`config.mk`:
```
export PLATFORM = sky130hd
export DESIGN_NAME = reaction_delay_timer_flat
export DESIGN_NICKNAME = d
export VERILOG_FILES = /design/src/rtl/reaction_delay_timer_if.sv /design/src/rtl/reaction_delay_timer.sv /design/src/flat_wrapper.sv
export SDC_FILE = /design/constraint.sdc
export NUM_CORES = 1
export LEC_CHECK = 0
export ABC_AREA = 1
export CAP_MARGIN = 5
export CORE_MARGIN = 2
export CORE_UTILIZATION = 46
export CTS_CLUSTER_DIAMETER = 120
export DETAILED_ROUTE_END_ITERATION = 10
export MAX_ROUTING_LAYER = met4
export PLACE_DENSITY = 0.76
export SYNTH_ARGS = -nofsm -noshare
export SYNTH_HDL_FRONTEND = slang
export SYNTH_SLANG_ARGS = --single-unit
```
`constraint.sdc`:
```
create_clock -name Clock -period 1.9 [get_ports Clock]
set_clock_uncertainty 0.05 [all_clocks]
set_input_delay 0.19 -clock Clock [delete_from_list [all_inputs] [get_ports Clock]]
set_output_delay 0.19 -clock Clock [all_outputs]
set_load 0.02 [all_outputs]
```
`src/rtl/reaction_delay_timer_if.sv`:
```
// Handshake bundle between the reaction-game controller and the delay timer.
interface reaction_delay_timer_if #(
    parameter int unsigned WIDTH = 11
) ();
    logic             Start;
    logic             Tick;
    logic             Button;
    logic             Go;
    logic             Early;
    logic             Busy;
    logic [WIDTH-1:0] Delay;
    logic [WIDTH-1:0] Remaining;

    // Controller side: requests rounds, forwards ticks and the button.
    modport master (
        output Start, Tick, Button,
        input  Go, Early, Busy, Delay, Remaining
    );

    // Timer side.
    modport slave (
        input  Start, Tick, Button,
        output Go, Early, Busy, Delay, Remaining
    );
endinterface

```
`src/rtl/reaction_delay_timer.sv`:
```
// Pseudo-random countdown for the reaction-time game: arms on Start, counts
// prescaler ticks down to zero, raises Go, and flags button presses before Go.
module reaction_delay_timer #(
    parameter int unsigned      WIDTH     = 11,
    parameter logic [WIDTH-1:0] MIN_DELAY = WIDTH'(250),
    parameter int unsigned      RAND_BITS = 10,
    parameter logic [10:0]      LFSR_SEED = 11'h5A5
) (
    input  logic                  Clock,
    input  logic                  Reset,
    reaction_delay_timer_if.slave bus
);

    localparam int unsigned      LFSR_W    = 11;
    localparam logic [WIDTH-1:0] RAND_MASK = WIDTH'((64'd1 << RAND_BITS) - 64'd1);

    typedef enum logic [1:0] {
        S_IDLE  = 2'd0,
        S_WAIT  = 2'd1,
        S_GO    = 2'd2,
        S_EARLY = 2'd3
    } state_t;

    state_t            state_q, state_d;
    logic [LFSR_W-1:0] lfsr_q, lfsr_d;
    logic [WIDTH-1:0]  delay_q, delay_d;
    logic [WIDTH-1:0]  rem_q, rem_d;
    logic              go_q, go_d;
    logic              early_q, early_d;
    logic              busy_q, busy_d;

    logic [WIDTH:0]    sum_c;
    logic [WIDTH-1:0]  load_c;

    // Load value: floor plus masked LFSR bits, saturating at all-ones.
    always_comb begin
        sum_c  = {1'b0, MIN_DELAY} + {1'b0, WIDTH'(lfsr_q) & RAND_MASK};
        load_c = sum_c[WIDTH] ? '1 : sum_c[WIDTH-1:0];
    end

    // State and output registers; Reset wins over everything.
    always_ff @(posedge Clock) begin
        if (Reset) begin
            state_q <= S_IDLE;
            lfsr_q  <= LFSR_SEED;
            delay_q <= '0;
            rem_q   <= '0;
            go_q    <= 1'b0;
            early_q <= 1'b0;
            busy_q  <= 1'b0;
        end else begin
            state_q <= state_d;
            lfsr_q  <= lfsr_d;
            delay_q <= delay_d;
            rem_q   <= rem_d;
            go_q    <= go_d;
            early_q <= early_d;
            busy_q  <= busy_d;
        end
    end

    // Next-state, LFSR and countdown logic.
    always_comb begin
        state_d = state_q;
        delay_d = delay_q;
        rem_d   = rem_q;
        go_d    = go_q;
        early_d = early_q;
        busy_d  = busy_q;
        // x^11 + x^9 + 1, free-running; an all-zero lockup reloads the seed.
        lfsr_d  = (lfsr_q == '0) ? LFSR_SEED : {lfsr_q[LFSR_W-2:0], lfsr_q[10] ^ lfsr_q[8]};

        case (state_q)
            S_IDLE: begin
                if (bus.Start) begin
                    state_d = S_WAIT;
                    delay_d = load_c;
                    rem_d   = load_c;
                    busy_d  = 1'b1;
                end
            end
            S_WAIT: begin
                if (bus.Button) begin
                    state_d = S_EARLY;
                    early_d = 1'b1;
                end else if (rem_q == '0) begin
                    state_d = S_GO;
                    go_d    = 1'b1;
                end else if (bus.Tick) begin
                    rem_d = rem_q - WIDTH'(1);
                    if (rem_q == WIDTH'(1)) begin
                        state_d = S_GO;
                        go_d    = 1'b1;
                    end
                end
            end
            S_GO: begin
                if (bus.Button) begin
                    state_d = S_IDLE;
                    go_d    = 1'b0;
                    busy_d  = 1'b0;
                end
            end
            S_EARLY: begin
                if (bus.Start) begin
                    state_d = S_WAIT;
                    early_d = 1'b0;
                    delay_d = load_c;
                    rem_d   = load_c;
                end
            end
            default: begin
                state_d = S_IDLE;
            end
        endcase
    end

    assign bus.Go        = go_q;
    assign bus.Early     = early_q;
    assign bus.Busy      = busy_q;
    assign bus.Delay     = delay_q;
    assign bus.Remaining = rem_q;

endmodule

```
`src/flat_wrapper.sv`:
```
// flat-port wrapper written by rule: the top's interface ports become plain ports
module reaction_delay_timer_flat 
#(
    parameter int unsigned      WIDTH     = 11,
    parameter logic [WIDTH-1:0] MIN_DELAY = WIDTH'(250),
    parameter int unsigned      RAND_BITS = 10,
    parameter logic [10:0]      LFSR_SEED = 11'h5A5
)
  (Clock, Reset, bus_Start, bus_Tick, bus_Button, bus_Go, bus_Early, bus_Busy, bus_Delay, bus_Remaining);
  reaction_delay_timer_if #(.WIDTH(WIDTH)) bus_i ();
  input  logic Clock;
  input  logic Reset;
  input wire logic [$bits(bus_i.Start)-1:0] bus_Start;
  input wire logic [$bits(bus_i.Tick)-1:0] bus_Tick;
  input wire logic [$bits(bus_i.Button)-1:0] bus_Button;
  output wire logic [$bits(bus_i.Go)-1:0] bus_Go;
  output wire logic [$bits(bus_i.Early)-1:0] bus_Early;
  output wire logic [$bits(bus_i.Busy)-1:0] bus_Busy;
  output wire logic [$bits(bus_i.Delay)-1:0] bus_Delay;
  output wire logic [$bits(bus_i.Remaining)-1:0] bus_Remaining;
  assign bus_i.Start = bus_Start;
  assign bus_i.Tick = bus_Tick;
  assign bus_i.Button = bus_Button;
  assign bus_Go = bus_i.Go;
  assign bus_Early = bus_i.Early;
  assign bus_Busy = bus_i.Busy;
  assign bus_Delay = bus_i.Delay;
  assign bus_Remaining = bus_i.Remaining;
  reaction_delay_timer #(.WIDTH(WIDTH), .MIN_DELAY(MIN_DELAY), .RAND_BITS(RAND_BITS), .LFSR_SEED(LFSR_SEED)) u_core (.Clock(Clock), .Reset(Reset), .bus(bus_i));
endmodule
```
### Yosys cells after proc, flatten, opt, wreduce, memory -nomap -nowiden

Index checks and enable logic that the tools add are counted.

* add/subtract/negate cells: 2
* bitwise gates (word level): 1
* equal/unequal tests: 16
* mux-type cells: 24
* reductions and logical operators: 15

Operator list (count)
* 11-bit 2-to-1 mux: 5
* 11-bit zero test: 2
* 11-bit one-hot mux with 2 select lines: 1
* 2-bit inequality test (second input constant): 7
* 2-bit 2-to-1 mux: 6
* 8-bit by 10-bit adder with 11-bit output (first input constant): 1
* 11-bit by 1-bit equality test with 1-bit output (second input constant): 1
* 11-bit by 1-bit subtractor with 11-bit output (second input constant): 1
* 5-bit AND reduction: 2
* 1-bit 2-to-1 mux: 8
* 2-bit nonzero test: 4
* 1-bit one-hot mux with 2 select lines: 3
* 2-bit one-hot mux with 3 select lines: 1
* 3-bit AND reduction: 2
* 2-bit equality test (second input constant): 2
* 4-bit by 2-bit inequality test with 1-bit output (second input constant): 1
* 4-bit by 3-bit inequality test with 1-bit output (second input constant): 1
* 4-bit AND reduction: 1
* 2-bit OR reduction: 2
* 3-bit by 1-bit inequality test with 1-bit output (second input constant): 1
* 3-bit by 2-bit inequality test with 1-bit output (second input constant): 1
* 2-bit by 1-bit equality test with 1-bit output (second input constant): 1
* 2-bit zero test: 1
* 2-bit by 1-bit inequality test with 1-bit output (second input constant): 1
* other kinds (2): 2

* bits of input ports: 5
* register bits after elaboration: 38
* logic and storage cells: 65

### Longest topological paths before layout

* depth after elaboration: 6
* mapped depth: 11
* depth with buffers taken out: 11

### Worst setup path after synthesis

OpenSTA, ideal clock, no wires.

* path type: reg-to-reg
* from: register u_core.state_q[0]
* to: register u_core.rem_q[8] (netlist: u_core.bus.Remaining[8])
* slack: 239 ps
* required time: 1735 ps
* path buffers: 2
* arrival: 1496 ps
* stages on the path, launching flop included: 10
* path through: dfxtp_1 > inv_1 > ha_1 > buf_2 > nor2_1 > a21oi_1 > nand3_2 > buf_6 > a21oi_1 > nor2_1

* longest elaborated chain between the ends: 4

Ends and longest elaborated chain
* start: declaration: line reaction_delay_timer.sv:24 `state_t state_q, state_d;`
* start signal: assignment: line reaction_delay_timer.sv:52 `state_q <= state_d;`
* 2-bit equality test / 2-bit zero test (equally long branches): line reaction_delay_timer.sv:73 `case (state_q)`
* 2-bit OR reduction (no source line)
* 2-bit by 1-bit inequality test with 1-bit output (no source line) / 2-bit nonzero test (equally long branches)
* 5-bit AND reduction (no source line)
* end signal: assignment: line reaction_delay_timer.sv:55 `rem_q <= rem_d;`
* end: declaration: line reaction_delay_timer.sv:27 `logic [WIDTH-1:0] rem_q, rem_d;`

Parallel ways exist; a longest one is shown, timed or not.
A chain may end at the register's enable or synchronous reset.

### Final worst setup path

* from: register u_core.state_q[1]
* to: register u_core.rem_q[8] (netlist: u_core.bus.Remaining[8])

The elaborated chain is that of the path after synthesis.

==> run_results.csv <==
group,metric,value,unit
sta,tns,0,ns
detailed_routing,antenna_left,0,
sta,period_minus_slack,1.768,ns
critical_path,critPathMaxStageDelay,0.36,ns
synth,synth_area_leader_cell,"dfxtp_1",
detailed_routing,drtIter0Drc,107,
sta,setup_ws,0.1317,ns
clock_network,clock_latency,0.30,ns
critical_path,crit_buf_inv,3,
critical_path,cpLargestDelayFamily,"buffers and inverters",
floorplan,fp-row-count,24,
flow_run,drv_cap,0,
pwr,peakVddDrop,0.9044,mV
critical_path,reg2reg_from,"u_core.state_q[1]",
detailed_routing,wl_per_cell,12.67,um
clock_network,ctsRootBufferMaster,"clkbuf_8",
floorplan,top_level_ports,30,
clock_network,cts_tree,"built",
sta,rsz0062_at_grt,"no",
critical_path,crit_fanout,5,
detailed_routing,avgViaCountPerCell,5.186,
synth,synth_cell_types,28,
floorplan,chipHeight,70.59,um
synth,synth_common_cells,"nand2_1, nor2_1, inv_1",
place,dpl.hpwl,3.689,mm
sta,worst_pin_slew,0.3800,ns
place,pre_cts_ws,0.1603,ns
sta,setup_viol,0,
critical_path,crit_start,"u_core.state_q[1]",
critical_path,arrival,1.90,ns
min_path,hold_path_depth,2,
synth,ys_ff_latch,38,
synth,syn-cell-area,0.002039,mm^2
detailed_routing,vias,2033,
critical_path,cp_slowest_cell,"dfxtp_2",
floorplan,start_util,0.4716,
floorplan,die_w,70.59,um
clock_network,clkTransAtPathRegs,0.08,ns
clock_network,clock-sinks,38,
synth,avgSynthCellArea,6.731,um^2
global_route,grt-ovfl-total,0,
critical_path,r2r_end,"u_core.bus.Remaining[8]",
global_route,grt_pass1_vias,1888,
synth,synth-edff-count,0,
synth,synthTopCellsByArea,"dfxtp_1, nand2_1, nor2_1",
floorplan,core,0.004324,mm^2
sta,maxSlewViolCount,0,
pwr,p_per_area,1655,mW/mm^2
critical_path,path_cells,"inv_1 > ha_1 > buf_4 > a21oi_1 > nand3_2 > buf_4 > a21oi_1 > nor2_1",
outcome,status,"finished, final reports clean",
detailed_routing,drcViolationCount,0,
synth,synth_top_area_frac,0.3730,
synth,async_reset_ff_frac,0,
synth,synth_cells,303,
pwr,leakagePower,1.213,nW
critical_path,cp-start-kind,"flop",
detailed_routing,firstDrtPassIters,4,
place,gp_congestion,0.8516,
sta,clock.fmax,565.5,MHz
min_path,hold_class,"flop to flop",
final_layout,syn2layout_area_growth,24.42,%
detailed_routing,wirelength,4.966,mm
critical_path,worstSetupEndpoint,"u_core.bus.Remaining[8]",
place,io_buffers,29,
global_route,grt_max_degree,14,
clock_network,cts.path.max_buffers,2,
critical_path,cp.required,2.03,ns
sta,finalHoldViolCount,0,
critical_path,crit_cells,8,
synth,yosysMostFrequentCell,"nand2_1",
critical_path,critPathCaptureType,"flop",
sta,relSlewSlack,0.7440,
global_route,grt_usage,0.2146,
critical_path,reg2regPathDepth,8,
clock_network,cts_made_buffers,5,
critical_path,crit_type,"flop to flop",
synth,synth-seq-area-share,0.3730,
clock_network,hold_buffers,0,
floorplan,design.die.area,0.004982,mm^2
global_route,antenna_found_initial,0,
critical_path,rrSetupSlack,0.13,ns
clock_network,h-tree-depth,2,
synth,synthFlopType,"dfxtp_1",
pwr,p_total,4.200,mW
final_layout,finalNetCount,354,
final_layout,drive_above_1_share,0.09118,
final_layout,diodes,0,
synth,syn_nets,317,
sta,post-route-period-util,0.9307,
global_route,grt_pass1_wl,8.355,mm
synth,ys.warnings.count,0,
==> placed cells by master, fill, tap and decap left out, types with 3 or more instances in the layout <==
| cell | n |
|---|---|
| o21ai_0 | 21 |
| clkdlybuf4s50_1 | 29 |
| a21oi_2 | 3 |
| inv_1 | 38 |
| a21oi_1 | 14 |
| nand2_1 | 76 |
| ha_1 | 9 |
| dfxtp_1 | 37 |
| clkbuf_8 | 6 |
| o211ai_1 | 3 |
| buf_4 | 9 |
| nand3_1 | 18 |
| nand4_1 | 6 |
| nor2_1 | 45 |
==> kinds of logic (layout without fill, tap and decap cells) <==
kind of cell | after synthesis | after routing | share of synthesized area
buffers and inverters | 48 | 85 | 0.09509
adder cells (fa/ha/maj) | 9 | 9 | 0.05522
AND/OR/NAND/NOR | 155 | 155 | 0.3233
flip-flops | 38 | 38 | 0.3730
AO/OA/AOI/OAI | 50 | 50 | 0.1405
XOR/XNOR | 3 | 3 | 0.01289
==> worst min-delay path by stage <==
| stage | from | to | slack (ns) |
|---|---|---|---|
| detailed placement | u_core.bus.Go | u_core.bus.Go | 0.40 |
| finish | u_core.bus.Go | u_core.bus.Go | 0.41 |
| floorplan | bus_Button | u_core.bus.Busy | 0.25 |
| global placement | u_core.bus.Go | u_core.bus.Go | 0.38 |
| global route | u_core.lfsr_q[2] | u_core.lfsr_q[3] | 0.44 |
| CTS | u_core.bus.Go | u_core.bus.Go | 0.41 |
==> final cells by class <==
cell class	count	area, um^2
Clock inverter	1	30.03
Inverter	40	152.6
Timing Repair Buffer	38	357.8
Tap cell	52	65.06
Fill cell	439	1787
Clock buffer	6	82.58
Sequential cell	38	762.0
Multi-Input combinational cell	217	1087
==> worst min-delay path: cells and delay by family (launching register included) <==
kind,cells,cell delay [ns]
DFF,1,0.31
AOI/OAI and AO/OA,1,0.05
buffers and inverters,1,0.05
==> registers in the layout, indices dropped and copies added, names as in the netlist <==
register and flops:
u_core.bus.Delay 11, u_core.bus.Remaining 11, u_core.lfsr_q 11, u_core.state_q 2, u_core.bus.Busy 1, u_core.bus.Early 1
u_core.bus.Go 1
==> power breakdown <==
group | internal, mW | total (mW) | switching (mW)
Sequential | 1.01 | 1.18 | 0.173
Clock | 0.420 | 0.702 | 0.282
Combinational | 0.925 | 2.32 | 1.39
==> what timing repair did <==
| action | CTS | global route |
|---|---|---|
| gates resized for setup | 0 | 4 |
| buffers inserted | 0 | 0 |
| endpoints found under the setup margin | 0 | 3 |
==> metal layers <==
| metal | GRT usage | vias up | wire, um |
|---|---|---|---|
| li1 | - | 1040 | - |
| met5 | - | - | 0 |
| met3 | 0.05698 | 12 | 332 |
| met2 | 0.3407 | 63 | 2227 |
| met4 | 0.08176 | 0 | 96 |
| met1 | 0.2625 | 918 | 2310 |
==> per-stage QoR <==
stage	std cells	hold slack, ns	util	instance area [um^2]
after floorplan	303	0.2491	-	2039
after global placement	385	0.3838	0.5593	2419
after detailed placement	385	0.4022	0.5593	2419
after CTS	392	0.4132	0.5854	2531
after global routing	392	0.4406	0.5868	2537
final	392	0.4051	0.5868	2537
Note: power is estimated with default switching activity, not from simulation.
